==> src/rtl/systolic_pkg.sv <==
// Shared types and default sizes for the systolic array
// and its input/output feeders.
package systolic_pkg;

   localparam int DEF_DIM    = 8;
   localparam int DEF_BITS_C = 24;

   typedef logic signed [DEF_BITS_C-1:0] c_elem_t;

   typedef enum logic [1:0] {
      IDLE,
      CAPTURE,
      DRAIN
   } drain_state_t;

endpackage

==> src/rtl/skew_delay.sv <==
// En-gated shift register used to undo the column skew.
// A depth of zero collapses to a plain wire.
module skew_delay #(
   parameter int DEPTH = 1,
   parameter int WIDTH = 8
) (
   input  logic             clk,
   input  logic             rst_n,
   input  logic             en,
   input  logic [WIDTH-1:0] d,
   output logic [WIDTH-1:0] q
);

   if (DEPTH == 0) begin : g_wire
      logic unused;
      assign unused = ^{clk, rst_n, en};
      assign q = d;
   end else begin : g_shift
      logic [WIDTH-1:0] sr [DEPTH];

      always_ff @(posedge clk or negedge rst_n) begin
         if (!rst_n) begin
            for (int i = 0; i < DEPTH; i++)
               sr[i] <= '0;
         end else if (en) begin
            sr[0] <= d;
            for (int i = 1; i < DEPTH; i++)
               sr[i] <= sr[i-1];
         end
      end

      assign q = sr[DEPTH-1];
   end

endmodule

==> src/rtl/memc_deskew.sv <==
// Re-aligns the skewed result columns of the systolic array
// and streams whole rows of C out over valid/ready.
module memc_deskew
   import systolic_pkg::*;
#(
   parameter int DIM    = DEF_DIM,
   parameter int BITS_C = DEF_BITS_C
) (
   input  logic                         clk,
   input  logic                         rst_n,
   input  logic                         en,
   input  logic                         start,
   input  logic [DIM-1:0][BITS_C-1:0]   Cin,
   output logic                         row_valid,
   input  logic                         row_ready,
   output logic [DIM-1:0][BITS_C-1:0]   row_out,
   output logic [$clog2(DIM)-1:0]       row_idx,
   output logic                         busy,
   output logic                         done,
   output logic                         err
);

   localparam int CW = $clog2(2*DIM);
   localparam int IW = $clog2(DIM);
   localparam logic [CW-1:0] FIRST    = CW'(DIM-1);
   localparam logic [CW-1:0] LAST     = CW'(2*DIM-2);
   localparam logic [CW-1:0] LAST_ROW = CW'(DIM-1);

   drain_state_t state, state_nx;

   logic [DIM-1:0][BITS_C-1:0] aligned;
   logic [DIM-1:0][BITS_C-1:0] rows [DIM];
   logic [CW-1:0] cnt, cur, wr_off;
   logic [CW-1:0] wr_cnt, rd_ptr;
   logic          launch, wr, rd, last_rd;

   for (genvar j = 0; j < DIM; j++) begin : g_col
      skew_delay #(
         .DEPTH (DIM-1-j),
         .WIDTH (BITS_C)
      ) u_dly (
         .clk   (clk),
         .rst_n (rst_n),
         .en    (en),
         .d     (Cin[j]),
         .q     (aligned[j])
      );
   end

   // cnt lags the en-cycle index by one; cur is the index itself
   assign cur     = cnt + CW'(1);
   assign wr_off  = cur - FIRST;
   assign launch  = start & en;
   assign wr      = (state == CAPTURE) && en &&
                    (cur >= FIRST) && (cur <= LAST);
   assign rd      = row_valid && row_ready;
   assign last_rd = rd && (rd_ptr == LAST_ROW);

   assign row_valid = rd_ptr < wr_cnt;
   assign row_idx   = rd_ptr[IW-1:0];
   assign row_out   = rows[rd_ptr[IW-1:0]];
   assign busy      = state != IDLE;

   always_comb begin
      state_nx = state;
      unique case (state)
         IDLE:    if (launch) state_nx = CAPTURE;
         CAPTURE: if (wr && cur == LAST)
                     state_nx = last_rd ? IDLE : DRAIN;
         DRAIN:   if (last_rd) state_nx = IDLE;
         default: state_nx = IDLE;
      endcase
   end

   always_ff @(posedge clk or negedge rst_n) begin
      if (!rst_n) begin
         state  <= IDLE;
         cnt    <= '0;
         wr_cnt <= '0;
         rd_ptr <= '0;
         done   <= 1'b0;
         err    <= 1'b0;
      end else begin
         state <= state_nx;
         done  <= last_rd;
         if (launch && state != IDLE)
            err <= 1'b1;
         if (launch && state == IDLE) begin
            cnt    <= '0;
            wr_cnt <= '0;
            rd_ptr <= '0;
         end else begin
            if (state == CAPTURE && en)
               cnt <= cur;
            if (wr)
               wr_cnt <= wr_cnt + CW'(1);
            if (rd)
               rd_ptr <= rd_ptr + CW'(1);
         end
      end
   end

   always_ff @(posedge clk or negedge rst_n) begin
      if (!rst_n) begin
         for (int i = 0; i < DIM; i++)
            rows[i] <= '0;
      end else if (wr) begin
         rows[wr_off[IW-1:0]] <= aligned;
      end
   end

endmodule
==> config.mk <==
export PLATFORM = sky130hd
export DESIGN_NAME = memc_deskew
export DESIGN_NICKNAME = d
export VERILOG_FILES = /design/src/rtl/systolic_pkg.sv /design/src/rtl/skew_delay.sv /design/src/rtl/memc_deskew.sv
export SDC_FILE = /design/constraint.sdc
export NUM_CORES = 2
export LEC_CHECK = 0
export BUFFER_PORTS_ARGS = -buffer_cell sky130_fd_sc_hd__buf_4
export CORE_ASPECT_RATIO = 0.75
export CORE_UTILIZATION = 50
export DETAILED_ROUTE_END_ITERATION = 16
export GPL_ROUTABILITY_DRIVEN = 0
export PLACE_DENSITY = 0.67
export SLEW_MARGIN = 20
export SYNTH_ARGS = -nofsm -noshare
export SYNTH_HDL_FRONTEND = slang
export SYNTH_HIERARCHICAL = 1
export SYNTH_SLANG_ARGS = --single-unit
==> constraint.sdc <==
create_clock -name clk -period 3.25 [get_ports clk]
set_input_delay 0.1625 -clock clk [delete_from_list [all_inputs] [get_ports clk]]
set_output_delay 0.1625 -clock clk [all_outputs]
set_load 0.02 [all_outputs]
Word-level counts from Yosys, hierarchy flattened
Index checks and enable logic that the tools add are counted.
{"block": "word_totals", "regBits": 2224, "wordCells": 150, "input_bits": 197}
{"block": "classes", "bitwise_logic": 3, "n_addsub": 4, "muxes": 17, "order_cmp": 6, "eq_ne": 7, "reduce_logical": 15}
{"operator": "bitwise mux 1536 bit", "n": 1}
{"operator": "binary-select mux 192 bit (select 3 bit)", "n": 1}
{"operator": "demux 192 bit (select 3 bit)", "n": 1}
{"operator": "two-way mux 192 bit", "n": 3}
{"operator": "two-way mux 4 bit", "n": 6}
{"operator": "adder 4 x 1 -> 4 bit (second input constant)", "n": 3}
{"operator": "logical AND 1 bit", "n": 9}
{"operator": "greater-or-equal comparator 4 bit (second input constant)", "n": 2}
{"operator": "two-way mux 2 bit", "n": 4}
{"operator": "inverter 3 -> 4 bit", "n": 2}
{"operator": "nonzero test 2 bit", "n": 4}
{"operator": "!= test 2 bit (second input constant)", "n": 3}
{"operator": "one-hot mux 2 bit (3 select lines)", "n": 1}
{"operator": "== test 4 x 3 -> 1 bit (second input constant)", "n": 1}
{"operator": "== test 4 bit (second input constant)", "n": 1}
{"operator": "greater-or-equal comparator 4 x 3 -> 1 bit (second input constant)", "n": 1}
{"operator": "less-or-equal comparator 4 bit (second input constant)", "n": 1}
{"operator": "less-than comparator 4 x 1 -> 1 bit (second input constant)", "n": 1}
{"operator": "less-than comparator 4 bit", "n": 1}
{"operator": "AND reduction 3 bit", "n": 1}
{"operator": "subtractor 3 bit (second input constant)", "n": 1}
{"operator": "== test 2 x 1 -> 1 bit (second input constant)", "n": 1}
{"operator": "== test 2 bit (second input constant)", "n": 1}
{"operator": "zero test 2 bit", "n": 1}
{"operator": "AND 1 bit", "n": 1}

Depth between registers and ports, before layout
{"block": "logic_depth", "word_depth": 8, "mapped_depth": 10}

Hierarchy
Netlist, hierarchy kept.
{"module": "memc_deskew", "cells_each": 4045, "seq_area_each_um2": 38837.2, "area_each_um2": 70099.7, "n_inst": 1}
{"module": "skew_delay (g_col[0].u_dly)", "cells_each": 379, "seq_area_each_um2": 4204.0, "area_each_um2": 6844.1, "n_inst": 1}
{"module": "skew_delay (g_col[1].u_dly)", "cells_each": 328, "seq_area_each_um2": 3603.5, "area_each_um2": 5760.5, "n_inst": 1}
{"module": "skew_delay (g_col[2].u_dly)", "cells_each": 277, "seq_area_each_um2": 3002.9, "area_each_um2": 4668.2, "n_inst": 1}
{"module": "skew_delay (g_col[3].u_dly)", "cells_each": 227, "seq_area_each_um2": 2402.3, "area_each_um2": 3945.0, "n_inst": 1}
{"module": "skew_delay (g_col[4].u_dly)", "cells_each": 176, "seq_area_each_um2": 1801.7, "area_each_um2": 3206.8, "n_inst": 1}
{"module": "skew_delay (g_col[5].u_dly)", "cells_each": 125, "seq_area_each_um2": 1201.2, "area_each_um2": 2040.7, "n_inst": 1}
{"module": "skew_delay (g_col[6].u_dly)", "cells_each": 51, "seq_area_each_um2": 600.6, "area_each_um2": 997.2, "n_inst": 1}
{"module": "skew_delay (g_col[7].u_dly)", "cells_each": 24, "seq_area_each_um2": 0.0, "area_each_um2": 180.2, "n_inst": 1}

Worst setup path before layout
No wires, ideal clock.
{"block": "synth_timing", "path_type": "register to register", "start": "reg cnt[0]", "end": "reg rows[1032] in the netlist's numbering", "path_stages_with_launch": 11, "t_required_ns": 3.125, "setup_ns": 0.125, "setup_slack_ns": 0.732, "synth_period_minus_slack_ns": 2.518, "arrival_time_ns": 2.392, "cell_sequence": "dfrtp_1 -> inv_1 -> ha_1 -> or4b_1 -> o21ai_1 -> a31oi_2 -> or2_1 -> buf_6 -> buf_12 -> buf_12 -> mux2_4"}
{"block": "synth_via", "elab_chain_cells": 8, "word_cells_on_any_way": 13, "cone_classes": "2 x add/sub; 4 x order compare; 3 x mux; 1 x bitwise; 3 x reduce/logical"}
{"element": "start: declaration", "line": "memc_deskew.sv:33", "source": "logic [CW-1:0] cnt, cur, wr_off;"}
{"element": "start signal: assignment", "line": "memc_deskew.sv:94", "source": "cnt <= cur;"}
{"element": "adder 4 x 1 -> 4 bit (*)", "line": "memc_deskew.sv:51", "source": "assign cur = cnt + CW'(1);"}
{"element": "subtractor 3 bit", "line": "memc_deskew.sv:52", "source": "assign wr_off = cur - FIRST;"}
{"element": "inverter 3 -> 4 bit (implied by the code)", "line": "memc_deskew.sv:108", "source": "rows[wr_off[IW-1:0]] <= aligned;"}
{"element": "greater-or-equal comparator 4 bit (implied by the code) / less-than comparator 4 x 1 -> 1 bit (equally long branches)", "line": "memc_deskew.sv:108"}
{"element": "logical AND 1 bit (implied by the code)", "line": "memc_deskew.sv:108"}
{"element": "two-way mux 192 bit (implied by the code)", "line": "memc_deskew.sv:108"}
{"element": "demux 192 bit (select 3 bit)", "line": "memc_deskew.sv:108"}
{"element": "bitwise mux 1536 bit", "line": "memc_deskew.sv:108"}
{"element": "end signal: indexed assignment", "line": "memc_deskew.sv:108"}
{"element": "end: declaration", "line": "memc_deskew.sv:32", "source": "logic [DIM-1:0][BITS_C-1:0] rows [DIM];"}
Every way passes the cells marked *; elsewhere a longest branch is shown, timed or not.
A chain may end at the register's enable or synchronous reset.

==> summary.txt <==
Status: completed
Reg-to-reg slack, setup: 0.20 ns
Total negative slack: 0 ns
Final hold viol count: 0
Die width: 513 um
Rel. slew slack: 31.2%
Io pins: 396
Max-cap viol count: 0
Critical Path, Cell by Cell: buf_16 > mux4_2 > mux2_2 > buf_4
Sw frac: 29.1%
Total number of yosys warnings: 6
Detail Route Antenna Nets: 0
Via count: 49280
Number of synthesized flops with an enable pin: 0
Gr usage total: 21.4%
Period utilization: 99.8%
Comb power frac: 28.6%
Root Driver: clkbuf_16
Worst hold path type: in -> reg
Largest net degree at the start of global routing: 137
Grt ovf: 0
Synth Flop Type: dfrtp_1
Layout Cells excl Fill: 8809
Sequential fraction of the synthesis area: 56.9%
Gate Count Post-Synth: 5632
Critical path peak fanout: 111
Row count: 140
Final HPWL DP: 119000 um
Residual DRC count: 0
Vias in the first global route: 53735
Worst setup EP type: output pin
Area delta synth->final: 14.7%
Initial Utilization: 50.3%
Core area: 194000 um2
Highest-delay cell along the critical path: dfrtp_4
Net Sw Power: 27.5 mW
Cell family with most CP delay: multiplexers
Count of final setup violators: 0
Share of cells above drive strength 1: 59.4%
Mapped Area: 97700 um2
Netlist cell types: 46
Post-synth ARST share: 100%
Final core utilization: 57.7%
Worst R2R End: rows[733]
Initial DRC count: 2688
Clock transition at path regs: 0.06 ns
Fin crit period: 3.24 ns
First-pass GRT wire length: 330000 um
Measured slew at the worst slew-check pin: 1.03 ns
CP peak stage delay: 0.59 ns
# port buffers: 395
Total Wirelength: 207000 um
DR vias/cell: 5.59
Initial antenna violation count: 1
Routed len/inst: 23.5 um
Seq pwr share: 43.4%
First-pass iteration count of the detailed router: 5
Leak: 53.1 nW
Crit path to: row_out[9]
RR Startpoint: cnt[1]
Tot Pwr: 94.5 mW
# diodes: 0
CTS Buf Count: 213
Worst Setup SP: rd_ptr[1]
CP arrival: 3.08 ns
Worst path depth: 4
Clock power share: 28.0%
Clock tree buffer depth: 3
Worst path required time: 3.09 ns
Crit Path Category: reg -> out
Syn Nets: 5837
DIE HEIGHT: 385 um
CTS tree: yes
Setup WS post-layout: 0.00652 ns
Placed insts: 8211
Register bit total from synthesis: 2224
CP Launch Type: flop
Internal Pwr Total: 67.0 mW
Fillers: 14709
Htree depth: 4
Avg Inst Size Synth: 17.4 um2
Clock Sinks: 2224
Max Clk Rate: 308 MHz
Clk_skew: 0.0466 ns
Worst Path Buf+Inv: 2
P per Cell Area: 842 nW/um2
Reg2Reg Depth: 6
Max rail drop VDD: 536 uV
Slew Limit Fails: 0
Die area: 197000 um2
Worst-Skew Late Latency: 0.83 ns
Layout Nets: 6276
Worst slack, placed: 0.254 ns
[sequential cells by signal (all words and copies together), names as in the netlist]
register                count
rows                     1536
g_col.u_dly/g_shift.sr    504
g_col.u_dly/q             168
cnt                         4
rd_ptr                      4
wr_cnt                      4
state                       2
done                        1
err                         1
[worst min-delay path by stage]
stage / start / endpoint / slack, ns / depth (start not counted)
floorplan: rst_n / cnt[0] / -0.13 / 0
global placement: rst_n / rows[10] / 0.22 / 1
detailed placement: rst_n / rows[10] / 0.23 / 1
CTS: Cin[32] / g_col[1].u_dly/g_shift.sr[128] / 0.02 / 3
global route: Cin[156] / g_col[6].u_dly/q[12] / 0.04 / 3
finish: Cin[58] / g_col[2].u_dly/g_shift.sr[106] / 0.09 / 3
[power by group through the flow]
stage	combinational, mW	clock, mW	sequential [mW]
after CTS	27.4	27.2	41.0
after floorplan	20.8	0	38.8
after global routing	28.8	28.3	42.1
final	27.0	26.5	41.0
after detailed placement	26.9	0	41.5
after global placement	26.4	0	41.0
[worst min-delay path, stage by stage]
cell and delay (ns):
dlygate4sd3_1 0.52, buf_4 0.09, mux2_2 0.12
[layer usage]
metal / track usage (%) / up-vias / wire [um]
met4: 4.38 / 0 / 3560
met5: 0 / - / 0
met2: 34.2 / 671 / 99100
met3: 3.02 / 229 / 6510
li1: - / 21452 / -
met1: 31.4 / 26928 / 97600
[placed cells by master, fill, tap and decap left out, types with 3 or more instances in the layout]
master / netlist / layout
dfrtp_1: 2224 / 2221
mux2_2: 1909 / 1896
mux2_4: 491 / 504
buf_4: 182 / 447
mux4_2: 384 / 384
clkbuf_16: 0 / 218
dlygate4sd3_1: 0 / 198
buf_12: 33 / 93
clkbuf_8: 0 / 54
clkinv_2: 0 / 43
clkbuf_1: 63 / 33
bufinv_16: 0 / 25
nor2_1: 17 / 14
nand2_1: 10 / 10
inv_1: 8 / 8
ha_1: 8 / 8
o21ai_0: 7 / 7
clkinvlp_4: 0 / 7
mux2i_1: 5 / 5
clkinv_16: 0 / 5
clkinv_4: 0 / 5
buf_16: 0 / 5
nand3_1: 4 / 4
xor2_1: 4 / 4
inv_6: 0 / 4
buf_6: 70 / 4
xnor2_1: 3 / 3
nor2_4: 0 / 3
dfrtp_4: 0 / 3
[cell families (layout without fill, tap and decap cells)]
| family | count (synthesis) | count (layout) | share of synthesized area [%] |
|---|---|---|---|
| flops | 2224 | 2224 | 56.9 |
| mux | 2789 | 2789 | 38.4 |
| xor+xnor | 7 | 7 | 0.0627 |
| buf+inv | 533 | 1154 | 4.05 |
| fa+ha+maj | 8 | 8 | 0.102 |
| compound gates | 19 | 19 | 0.127 |
| simple gates | 52 | 52 | 0.289 |
[Yosys cell counts (10+ instances only)]
library cell	number	area [um2]
dfrtp_1	2224	55700
buf_2	157	786
mux4_2	384	8650
nand2_1	10	37.5
buf_6	70	788
nor2_1	17	63.8
buf_1	19	71.3
buf_12	33	661
mux2_4	491	7370
mux2_2	1909	21500
clkbuf_1	63	236
buf_4	182	1370
[through the flow]
stage / instance area [um2] / hold WS, ns
after floorplan: 97700 / -0.133
after global placement: 102000 / 0.218
after detailed placement: 102000 / 0.228
after CTS: 112000 / 0.0200
after global routing: 112000 / 0.0382
final: 112000 / 0.0939
[cell type report]
class	count	area (um2)	share of cell area, %
Sequential cell	2224	55700	49.6
Multi-Input combinational cell	2875	38200	34.1
Clock inverter	92	1300	1.16
Inverter	8	30.0	0.0268
Tap cell	2556	3200	2.85
Timing Repair Buffer	749	7410	6.61
Clock buffer	305	6320	5.64
[what timing repair did]
action                                   CTS  global route
buffers inserted                           3             0
endpoints found under the setup margin   170            13
hold buffers                             198             0
endpoints found under the hold margin   1503             0
resized for setup                          6            14
Note: power is estimated with default switching activity, not from simulation.
